==> src/rtl/spi_reg_master_if.sv <==
// -----------------------------------------------------------------------------
// spi_reg_master_if
//
// Request port of the SPI register initiator. A controller raises start for one
// cycle together with rw/addr/wdata. It then waits for the one-cycle done pulse.
// rdata, status and wr_err are valid from the done cycle onwards.
//
// Signals:
//   start   request pulse, honoured only while busy is low
//   rw      1 = write, 0 = read
//   addr    register address (ADDR_W bits)
//   wdata   write data (REG_W bits)
//   busy    transaction in progress
//   done    one-cycle completion pulse
//   rdata   last read data
//   status  byte returned by the slave during the command byte
//   wr_err  write readback mismatch flag
//
// Modports:
//   master  the requesting controller
//   slave   the spi_reg_master block
// -----------------------------------------------------------------------------
interface spi_reg_master_if #(
  parameter int ADDR_W = 3,
  parameter int REG_W  = 8
);
  logic              start;
  logic              rw;
  logic [ADDR_W-1:0] addr;
  logic [REG_W-1:0]  wdata;
  logic              busy;
  logic              done;
  logic [REG_W-1:0]  rdata;
  logic [7:0]        status;
  logic              wr_err;

  modport master (
    output start, rw, addr, wdata,
    input  busy, done, rdata, status, wr_err
  );

  modport slave (
    input  start, rw, addr, wdata,
    output busy, done, rdata, status, wr_err
  );
endinterface

==> src/rtl/spi_reg_master.sv <==
// -----------------------------------------------------------------------------
// spi_reg_master
//
// SPI mode-0 initiator for the spireg register slave. Each request produces one
// frame on the pins. A frame is a command byte {rw, 0.., addr} followed by a
// REG_W-bit data byte, both sent MSB first. On write frames mosi carries wdata
// during the data byte. On read frames mosi is 0 during the data byte and miso
// is captured into rdata. The byte that the slave returns during the command
// byte is reported on status.
//
// Optional feature (macro SPIM_VERIFY_EN):
//   Every write frame is followed by an automatic read frame of the same
//   address. A single done pulse is issued after that read frame. wr_err then
//   flags a readback mismatch. Without the macro, wr_err is tied to 0.
//
// Ports:
//   clk   system clock; all logic runs on its rising edge
//   rst   synchronous, active-high reset
//   req   request port (spi_reg_master_if.slave): start/rw/addr/wdata in;
//         busy/done/rdata/status/wr_err out
//   nss   active-low chip select
//   sclk  SPI clock, idle low
//   mosi  master data out
//   miso  slave data in
//
// Parameters:
//   ADDR_W   register address width (1..7)
//   REG_W    register data width
//   CLK_DIV  clk cycles per sclk half-period (>=1)
//   CS_GAP   clk cycles with nss high after each frame (>=1)
// -----------------------------------------------------------------------------
module spi_reg_master #(
  parameter int ADDR_W  = 3,
  parameter int REG_W   = 8,
  parameter int CLK_DIV = 4,
  parameter int CS_GAP  = 2
) (
  input  logic              clk,
  input  logic              rst,
  spi_reg_master_if.slave   req,
  output logic              nss,
  output logic              sclk,
  output logic              mosi,
  input  logic              miso
);

  localparam int FRAME_W = 8 + REG_W;
  localparam int CNT_MAX = (CLK_DIV > CS_GAP) ? CLK_DIV : CS_GAP;
  localparam int CNT_W   = $clog2(CNT_MAX + 1);
  localparam int BIT_W   = $clog2(FRAME_W + 1);

  localparam logic [CNT_W-1:0] DIV_LAST = CNT_W'(CLK_DIV - 1);
  localparam logic [CNT_W-1:0] GAP_LAST = CNT_W'(CS_GAP - 1);
  localparam logic [BIT_W-1:0] BIT_LAST = BIT_W'(FRAME_W - 1);

  typedef enum logic [1:0] {
    IDLE  = 2'd0,
    SETUP = 2'd1,
    SHIFT = 2'd2,
    GAP   = 2'd3
  } state_t;

  state_t             state_reg;
  logic [CNT_W-1:0]   div_cnt_reg;   // cycles spent in the current half-period or gap
  logic [BIT_W-1:0]   bit_cnt_reg;   // index of the bit currently on the wire
  logic               high_reg;      // 1 while in the sclk-high half of a bit
  logic [FRAME_W-1:0] tx_sr_reg;     // outgoing frame; MSB is the bit on mosi
  logic [FRAME_W-1:0] rx_sr_reg;     // incoming frame; status byte ends up on top
  logic               rw_reg;

  logic               nss_reg;
  logic               sclk_reg;
  logic               mosi_reg;
  logic               busy_reg;
  logic               done_reg;
  logic [REG_W-1:0]   rdata_reg;
  logic [7:0]         status_reg;

`ifdef SPIM_VERIFY_EN
  logic               verify_reg;    // the frame in flight is the automatic readback
  logic [7:0]         rb_cmd_reg;    // read command of the address just written
  logic [REG_W-1:0]   wdata_reg;     // reference value for the readback compare
  logic               wr_err_reg;
`endif

  // Command byte: bit 7 carries rw, the low ADDR_W bits carry the address,
  // and any bits in between are zero.
  logic [7:0] cmd_req;

  generate
    for (genvar gi = 0; gi < 8; gi++) begin : g_cmd
      if (gi == 7) begin : g_rw
        assign cmd_req[gi] = req.rw;
      end else if (gi < ADDR_W) begin : g_addr
        assign cmd_req[gi] = req.addr[gi];
      end else begin : g_pad
        assign cmd_req[gi] = 1'b0;
      end
    end
  endgenerate

  // On a read, the data byte on mosi is all zeros.
  logic [REG_W-1:0] wdata_frame;
  assign wdata_frame = req.rw ? req.wdata : '0;

  logic [7:0]       frame_status;
  logic [REG_W-1:0] frame_data;
  assign frame_status = rx_sr_reg[FRAME_W-1 -: 8];
  assign frame_data   = rx_sr_reg[REG_W-1:0];

  always_ff @(posedge clk) begin
    if (rst) begin
      state_reg   <= IDLE;
      div_cnt_reg <= '0;
      bit_cnt_reg <= '0;
      high_reg    <= 1'b0;
      tx_sr_reg   <= '0;
      rx_sr_reg   <= '0;
      rw_reg      <= 1'b0;
      nss_reg     <= 1'b1;
      sclk_reg    <= 1'b0;
      mosi_reg    <= 1'b0;
      busy_reg    <= 1'b0;
      done_reg    <= 1'b0;
      rdata_reg   <= '0;
      status_reg  <= '0;
`ifdef SPIM_VERIFY_EN
      verify_reg  <= 1'b0;
      rb_cmd_reg  <= '0;
      wdata_reg   <= '0;
      wr_err_reg  <= 1'b0;
`endif
    end else begin
      done_reg <= 1'b0;

      case (state_reg)
        IDLE: begin
          // busy is always low in IDLE. This includes the done cycle, so a new
          // start can be accepted there.
          if (req.start) begin
            rw_reg      <= req.rw;
            tx_sr_reg   <= {cmd_req, wdata_frame};
            mosi_reg    <= cmd_req[7];
            nss_reg     <= 1'b0;
            sclk_reg    <= 1'b0;
            busy_reg    <= 1'b1;
            div_cnt_reg <= '0;
            bit_cnt_reg <= '0;
            high_reg    <= 1'b0;
`ifdef SPIM_VERIFY_EN
            verify_reg  <= 1'b0;
            rb_cmd_reg  <= {1'b0, cmd_req[6:0]};
            wdata_reg   <= req.wdata;
`endif
            state_reg   <= SETUP;
          end
        end

        SETUP: begin
          if (div_cnt_reg == DIV_LAST) begin
            // miso is captured on the same edge that raises sclk. The slave
            // drives each bit during the preceding low phase.
            div_cnt_reg <= '0;
            sclk_reg    <= 1'b1;
            high_reg    <= 1'b1;
            rx_sr_reg   <= {rx_sr_reg[FRAME_W-2:0], miso};
            state_reg   <= SHIFT;
          end else begin
            div_cnt_reg <= div_cnt_reg + CNT_W'(1);
          end
        end

        SHIFT: begin
          if (div_cnt_reg != DIV_LAST) begin
            div_cnt_reg <= div_cnt_reg + CNT_W'(1);
          end else begin
            div_cnt_reg <= '0;
            if (high_reg) begin
              // Falling edge: present the next bit.
              sclk_reg  <= 1'b0;
              high_reg  <= 1'b0;
              tx_sr_reg <= {tx_sr_reg[FRAME_W-2:0], 1'b0};
              mosi_reg  <= tx_sr_reg[FRAME_W-2];
            end else if (bit_cnt_reg == BIT_LAST) begin
              nss_reg   <= 1'b1;
              mosi_reg  <= 1'b0;
              state_reg <= GAP;
            end else begin
              bit_cnt_reg <= bit_cnt_reg + BIT_W'(1);
              sclk_reg    <= 1'b1;
              high_reg    <= 1'b1;
              rx_sr_reg   <= {rx_sr_reg[FRAME_W-2:0], miso};
            end
          end
        end

        GAP: begin
          if (div_cnt_reg != GAP_LAST) begin
            div_cnt_reg <= div_cnt_reg + CNT_W'(1);
          end else begin
            div_cnt_reg <= '0;
`ifdef SPIM_VERIFY_EN
            if (rw_reg && !verify_reg) begin
              // The write is complete. Read the same register back before
              // reporting done.
              verify_reg  <= 1'b1;
              tx_sr_reg   <= {rb_cmd_reg, {REG_W{1'b0}}};
              mosi_reg    <= rb_cmd_reg[7];
              nss_reg     <= 1'b0;
              bit_cnt_reg <= '0;
              high_reg    <= 1'b0;
              state_reg   <= SETUP;
            end else begin
              state_reg  <= IDLE;
              busy_reg   <= 1'b0;
              done_reg   <= 1'b1;
              status_reg <= frame_status;
              verify_reg <= 1'b0;
              if (verify_reg) begin
                rdata_reg  <= frame_data;
                wr_err_reg <= (frame_data != wdata_reg);
              end else begin
                // Only read frames reach this branch, and they clear the flag.
                rdata_reg  <= frame_data;
                wr_err_reg <= 1'b0;
              end
            end
`else
            state_reg  <= IDLE;
            busy_reg   <= 1'b0;
            done_reg   <= 1'b1;
            status_reg <= frame_status;
            if (!rw_reg) begin
              rdata_reg <= frame_data;
            end
`endif
          end
        end

        default: state_reg <= IDLE;
      endcase
    end
  end

  assign nss         = nss_reg;
  assign sclk        = sclk_reg;
  assign mosi        = mosi_reg;
  assign req.busy    = busy_reg;
  assign req.done    = done_reg;
  assign req.rdata   = rdata_reg;
  assign req.status  = status_reg;
`ifdef SPIM_VERIFY_EN
  assign req.wr_err  = wr_err_reg;
`else
  assign req.wr_err  = 1'b0;
`endif

endmodule

==> src/flat_wrapper.sv <==
// flat-port wrapper written by rule: the top's interface ports become plain ports
module spi_reg_master_flat 
#(
  parameter int ADDR_W  = 3,
  parameter int REG_W   = 8,
  parameter int CLK_DIV = 4,
  parameter int CS_GAP  = 2
)
  (clk, rst, nss, sclk, mosi, miso, req_start, req_rw, req_addr, req_wdata, req_busy, req_done, req_rdata, req_status, req_wr_err);
  spi_reg_master_if #(.ADDR_W(ADDR_W), .REG_W(REG_W)) req_i ();
  input  logic clk;
  input  logic rst;
  output logic nss;
  output logic sclk;
  output logic mosi;
  input  logic miso;
  input wire logic [$bits(req_i.start)-1:0] req_start;
  input wire logic [$bits(req_i.rw)-1:0] req_rw;
  input wire logic [$bits(req_i.addr)-1:0] req_addr;
  input wire logic [$bits(req_i.wdata)-1:0] req_wdata;
  output wire logic [$bits(req_i.busy)-1:0] req_busy;
  output wire logic [$bits(req_i.done)-1:0] req_done;
  output wire logic [$bits(req_i.rdata)-1:0] req_rdata;
  output wire logic [$bits(req_i.status)-1:0] req_status;
  output wire logic [$bits(req_i.wr_err)-1:0] req_wr_err;
  assign req_i.start = req_start;
  assign req_i.rw = req_rw;
  assign req_i.addr = req_addr;
  assign req_i.wdata = req_wdata;
  assign req_busy = req_i.busy;
  assign req_done = req_i.done;
  assign req_rdata = req_i.rdata;
  assign req_status = req_i.status;
  assign req_wr_err = req_i.wr_err;
  spi_reg_master #(.ADDR_W(ADDR_W), .REG_W(REG_W), .CLK_DIV(CLK_DIV), .CS_GAP(CS_GAP)) u_core (.clk(clk), .rst(rst), .req(req_i), .nss(nss), .sclk(sclk), .mosi(mosi), .miso(miso));
endmodule
==> config.mk <==
export PLATFORM = sky130hd
export DESIGN_NAME = spi_reg_master_flat
export DESIGN_NICKNAME = d
export VERILOG_FILES = /design/src/rtl/spi_reg_master_if.sv /design/src/rtl/spi_reg_master.sv /design/src/flat_wrapper.sv
export SDC_FILE = /design/constraint.sdc
export NUM_CORES = 1
export LEC_CHECK = 0
export BUFFER_PORTS_ARGS = -buffer_cell sky130_fd_sc_hd__buf_2
export CAP_MARGIN = 20
export CORE_ASPECT_RATIO = 1.5
export CORE_MARGIN = 3
export CORE_UTILIZATION = 60
export DETAILED_ROUTE_END_ITERATION = 6
export PLACE_DENSITY = 0.83
export SLEW_MARGIN = 20
export SYNTH_ARGS = -nofsm -noshare
export SYNTH_HDL_FRONTEND = slang
export SYNTH_SLANG_ARGS = --single-unit
==> constraint.sdc <==
create_clock -name clk -period 3.3 [get_ports clk]
set_input_delay 0.99 -clock clk [delete_from_list [all_inputs] [get_ports clk]]
set_output_delay 0.99 -clock clk [all_outputs]
set_load 0.005 [all_outputs]
# After elaboration in Yosys (flattened, before gate mapping)
# Cells that the tools add are included.
# totals
reg_bits,64
input_bits,16
out_inout_bits,22
elab_cells,104
# op_classes
add_sub_neg,2
eq_ne,17
muxes,50
n_bitwise,3
reduce_logical,18
# ops
op,count
$mux W16,4
$mux W15,3
$pmux W16 S2,1
$pmux W15 S2,1
$mux W5,4
$reduce_and A5 Y1,4
$mux W1,18
$mux W2,6
$mux W3,4
$pmux W3 S4,1
$reduce_and A4 Y1,3
$ne A2 B2 Y1 const B,5
$pmux W5 S2,1
$mux W8,1
$pmux W2 S4,1
$ne A2 B1 Y1 const B,3
$ne A3 B1 Y1 const B,2
$ne A3 B2 Y1 const B,2
$pmux W1 S2,3
$pmux W1 S3,2
$reduce_and A3 Y1,2
$reduce_and A6 Y1,1
$reduce_bool A2 Y1,3
$add A5 B1 Y5 const B,1
10 further kinds,14

# Depth between registers and ports, before layout
# logic_depth
ltp_word,5
mapped_depth,8
mapped_depth_nobuf,7

# Worst setup path after synthesis
# OpenSTA, ideal clock, no wires.
# synth_path
path_kind,input -> register
startpoint,input req_start
endpoint,register u_core.tx_sr_reg[5]
setup_ns,0.078
arrival_time_ns,1.813
t_required_ns,3.222
slack_ns,1.409
cell_stages,5
n_path_buf,1
path_cell_list,mux2i_2 -> a21o_1 -> buf_2 -> a221oi_1 -> nor3_1
# synth_between
elab_chain_cells,2
# synth_lines
element,line_no,source
start: declaration,flat_wrapper.sv:17,input wire logic [$bits(req_i.start)-1:0] req_start;
$ne A2 B2 Y1 (no line),-,
$reduce_and A4 Y1 (no line),-,
end signal: assignment,spi_reg_master.sv:142,"tx_sr_reg <= {cmd_req, wdata_frame};"
end signal: assignment,spi_reg_master.sv:182,"tx_sr_reg <= {tx_sr_reg[FRAME_W-2:0], 1'b0};"
end: declaration,spi_reg_master.sv:67,logic [FRAME_W-1:0] tx_sr_reg;
# No other way between the ends.
# A chain may end at the register's enable or synchronous reset.

# Final worst setup path
# layout_path
startpoint,register u_core.bit_cnt_reg[0]
endpoint,register u_core.rx_sr_reg[6]
# layout_between
elab_chain_cells,3
# layout_lines
element,line_no,source
start: declaration,spi_reg_master.sv:65,logic [BIT_W-1:0] bit_cnt_reg;
start signal: assignment,spi_reg_master.sv:189,bit_cnt_reg <= bit_cnt_reg + BIT_W'(1);
$eq A5 B4 Y1,spi_reg_master.sv:184,end else if (bit_cnt_reg == BIT_LAST) begin
$ne A2 B2 Y1 (no line),-,
$reduce_and A5 Y1 (no line),-,
end signal: assignment,spi_reg_master.sv:166,"rx_sr_reg <= {rx_sr_reg[FRAME_W-2:0], miso};"
end signal: assignment,spi_reg_master.sv:192,"rx_sr_reg <= {rx_sr_reg[FRAME_W-2:0], miso};"
end: declaration,spi_reg_master.sv:68,logic [FRAME_W-1:0] rx_sr_reg;
# No other way between the ends.

==> impl_summary.log <==
INFO  metric final_core_utilization = 0.717
INFO  metric synthCells = 302
INFO  metric finalNetCount = 359
INFO  metric multiInputGateArea = 0.00137 sq mm
INFO  metric cell_type_contributing_the_most_total_cell_area_after_synthesis = dfxtp_1
INFO  metric die-height = 89.5 microns
INFO  metric ys_dominant_reg_cell = dfxtp_1
INFO  metric cts_max_level = 3
INFO  metric clockBufferDepth = 2
INFO  metric m1WireLength = 2.35 mm
INFO  metric final.min_clock_period = 2280 ps
INFO  metric leakage = 1.30 nW
INFO  metric start_util = 0.640
INFO  metric startpoint_type = flip-flop
INFO  metric critical_path.reg2reg.startpoint = u_core.bit_cnt_reg[0]$_SDFFE_PP0P_
INFO  metric fin_tns_setup = 0 ps
INFO  metric grt_use_total = 0.230
INFO  metric synth-adder-area-share = 0.0494
INFO  metric netlist_top_cells_area = dfxtp_1, mux2i_1, ha_1, nand2_1, nor2_1
INFO  metric die_area = 0.00551 sq mm
INFO  metric report.final.setup_viol = 0
INFO  metric min_path_type = reg -> reg
INFO  metric antenna_found_initial = 0
INFO  metric cts_repair_resize_count = 0
INFO  metric drive_gt1_frac = 0.182
INFO  metric met3_length = 259 microns
INFO  metric final.period_utilization = 0.690
INFO  metric clock_skew = 6.93 ps
INFO  metric maxUsedRoutingLayer = met4
INFO  metric clock.fmax = 439 MHz
INFO  metric synth_top_family_by_area = compound AO/OA/AOI/OAI gates
INFO  metric max-cap-violations = 0
INFO  metric placement.io_buffers = 36
INFO  metric mappedNetlistNets = 329
INFO  metric ys_async_sr_fraction = 0
INFO  metric grt_max_degree = 44
INFO  metric cts.reportedPaths.clkPinSlew = 70 ps
INFO  metric synthesis.area_per_instance = 9.23 sq um
INFO  metric num_antenna_cells = 0
INFO  metric seq_area_frac_synth = 0.460
INFO  metric post-cts-setup-buffer-count = 0
INFO  metric first_iter_violations = 117
INFO  metric final-hold-violation-count = 0
INFO  metric timing.hold.ws = 459 ps
INFO  metric vias = 2213
INFO  metric synthMuxAreaShare = 0.102
INFO  metric synth_largest_type_area_fraction = 0.460
INFO  metric outcome = finished, final reports clean
INFO  metric dp_hpwl = 3.83 mm
INFO  metric worst-path-max-fanout = 14
INFO  metric die_w = 61.6 microns
INFO  metric grt_setup_unrepaired = false
INFO  metric overall_overflow_remaining_after_global_route = 0
INFO  metric clock_sinks = 64
INFO  metric synth_enable_flop_cells = 0
INFO  metric fillCellCount = 343
INFO  metric unique_masters_post_synth = 44
INFO  metric min_from = u_core.rx_sr_reg[4]$_SDFFE_PP0P_
INFO  metric relSlewSlack = 0.479
INFO  metric routed_via_density = 5.81
INFO  metric tritoncts.num_buffers = 9
INFO  metric synth.cells.most_frequent = dfxtp_1, nand2_1, nor2_1
INFO  metric first_pass_iters = 4
INFO  metric yosys_register_bits = 64
INFO  metric ff_latch_area = 0.00128 sq mm
INFO  metric yosys.cell_count.top_type = dfxtp_1
INFO  metric synth-compound-area-share = 0.171
INFO  metric worst_slew_pin_slew = 782 ps
INFO  metric detail_route.wl_per_cell = 14.6 microns
INFO  metric antenna_left = 0
INFO  metric met2_length = 2.79 mm
INFO  metric synth_xor_xnor_area_share = 0.00629
INFO  metric wl = 5.57 mm
INFO  metric grt_first_pass_wirelength = 9.27 mm
INFO  metric critical_path.startpoint = u_core.bit_cnt_reg[0]$_SDFFE_PP0P_
INFO  metric floorplan.core_area = 0.00435 sq mm
INFO  metric rows = 29
INFO  metric critPathRequiredTime = 3560 ps
INFO  metric clock_tree.root_cell = clkbuf_8
INFO  metric vdd_ir_drop_max = 0.412 mV
INFO  metric final_max_slew_viol_count = 0
INFO  metric arrival = 2540 ps
INFO  metric setup_slack_at_placement = 1060 ps
INFO  metric ctsHoldBuffers = 0
INFO  metric drc_errors = 0
INFO  metric timing.final.ws_setup = 1020 ps
INFO  metric cts_tree = yes
INFO  metric cp-end-kind = flip-flop
INFO  metric post_synth_and_or_nand_nor_area_fraction = 0.163
INFO  metric design_area = 0.00312 sq mm
INFO  metric flow.area_growth_from_synthesis = 12.1%
INFO  metric via_count_of_the_first_global_routing_pass = 2157
INFO  metric power_density = 767 mW/mm^2
INFO  metric post_synth_instance_area = 0.00279 sq mm
INFO  metric io-pin-count = 38
INFO  metric synth-warning-count = 0
INFO  metric clk-insertion-delay-late = 340 ps
INFO  metric postPlaceCellArea = 0.00295 sq mm
INFO  metric critical_path_class = reg -> reg
INFO  metric gp_congestion = 0.847
INFO  metric largest_register_ff_count = 16
==> per-layer routing <==
metal / up-vias / GRT usage
li1: 1115 / -
met1: 1027 / 0.248
met2: 55 / 0.390
met3: 16 / 0.0621
met4: 0 / 0.131
met5: - / 0
==> cell families (layout without fill, tap and decap cells) <==
kind of cell | after synthesis | in the layout
fa+ha+maj | 11 | 11
mux | 28 | 28
buf+inv | 29 | 62
xor+xnor | 2 | 2
flops | 64 | 64
compound gates | 68 | 68
simple gates | 99 | 99
other cells | 1 | 1
==> per-stage QoR <==
stage	instances	power, mW
2_1_floorplan	302	1.66
3_3_place_gp	367	1.77
3_5_place_dp	367	1.79
4_1_cts	381	2.41
5_1_grt	381	2.54
6_report	381	2.39
==> power breakdown <==
group | switching (mW) | total (mW) | internal [mW]
sequential | 0.0760 | 0.960 | 0.884
combinational | 0.489 | 0.819 | 0.330
clock | 0.279 | 0.616 | 0.337
==> worst paths after layout <==
path | endpoint | slack [ps] | cells past startpoint
min reg2reg | u_core.req.rdata[4]$_SDFFE_PP0P_ | 460 | 2
max | u_core.rx_sr_reg[6]$_SDFFE_PP0P_ | 1020 | 6
max reg2reg | u_core.rx_sr_reg[6]$_SDFFE_PP0P_ | 1020 | 6
min | u_core.req.rdata[4]$_SDFFE_PP0P_ | 460 | 2
==> cells in the final DEF (no fill, tap or decap), types with 2 or more instances in the layout <==
cell type and instances:
o21a_1 3, nor2b_1 3, nand2_1 34, nor3_1 8, nand2b_1 6, buf_2 36, a221oi_1 7, xnor2_1 2
and2b_1 2, clkbuf_8 9, nand3_1 4, a21oi_1 18, mux2i_1 27, a21oi_2 2, inv_1 9, clkinv_2 2
dfxtp_1 64, o21ai_0 14, buf_4 3, nand3b_1 4, a211oi_2 3, a211oi_1 5, a22oi_1 4, ha_1 11
nor2_1 33
==> final cells by class <==
cell class,count,area share
multi-input combinational,209,0.440
clock buffer,10,0.0409
timing repair buffer,39,0.0649
clock inverter,4,0.0152
tap,46,0.0184
sequential,64,0.410
inverter,9,0.0108
==> worst max-delay path, cell delays in order (launching register included) <==
cell and delay [ps]:
dfxtp_1 340, ha_1 220, and3_1 200, ha_1 220, nor3b_1 270, o21a_1 690
mux2i_1 270
No activity file was read; power rests on OpenSTA's default activity.
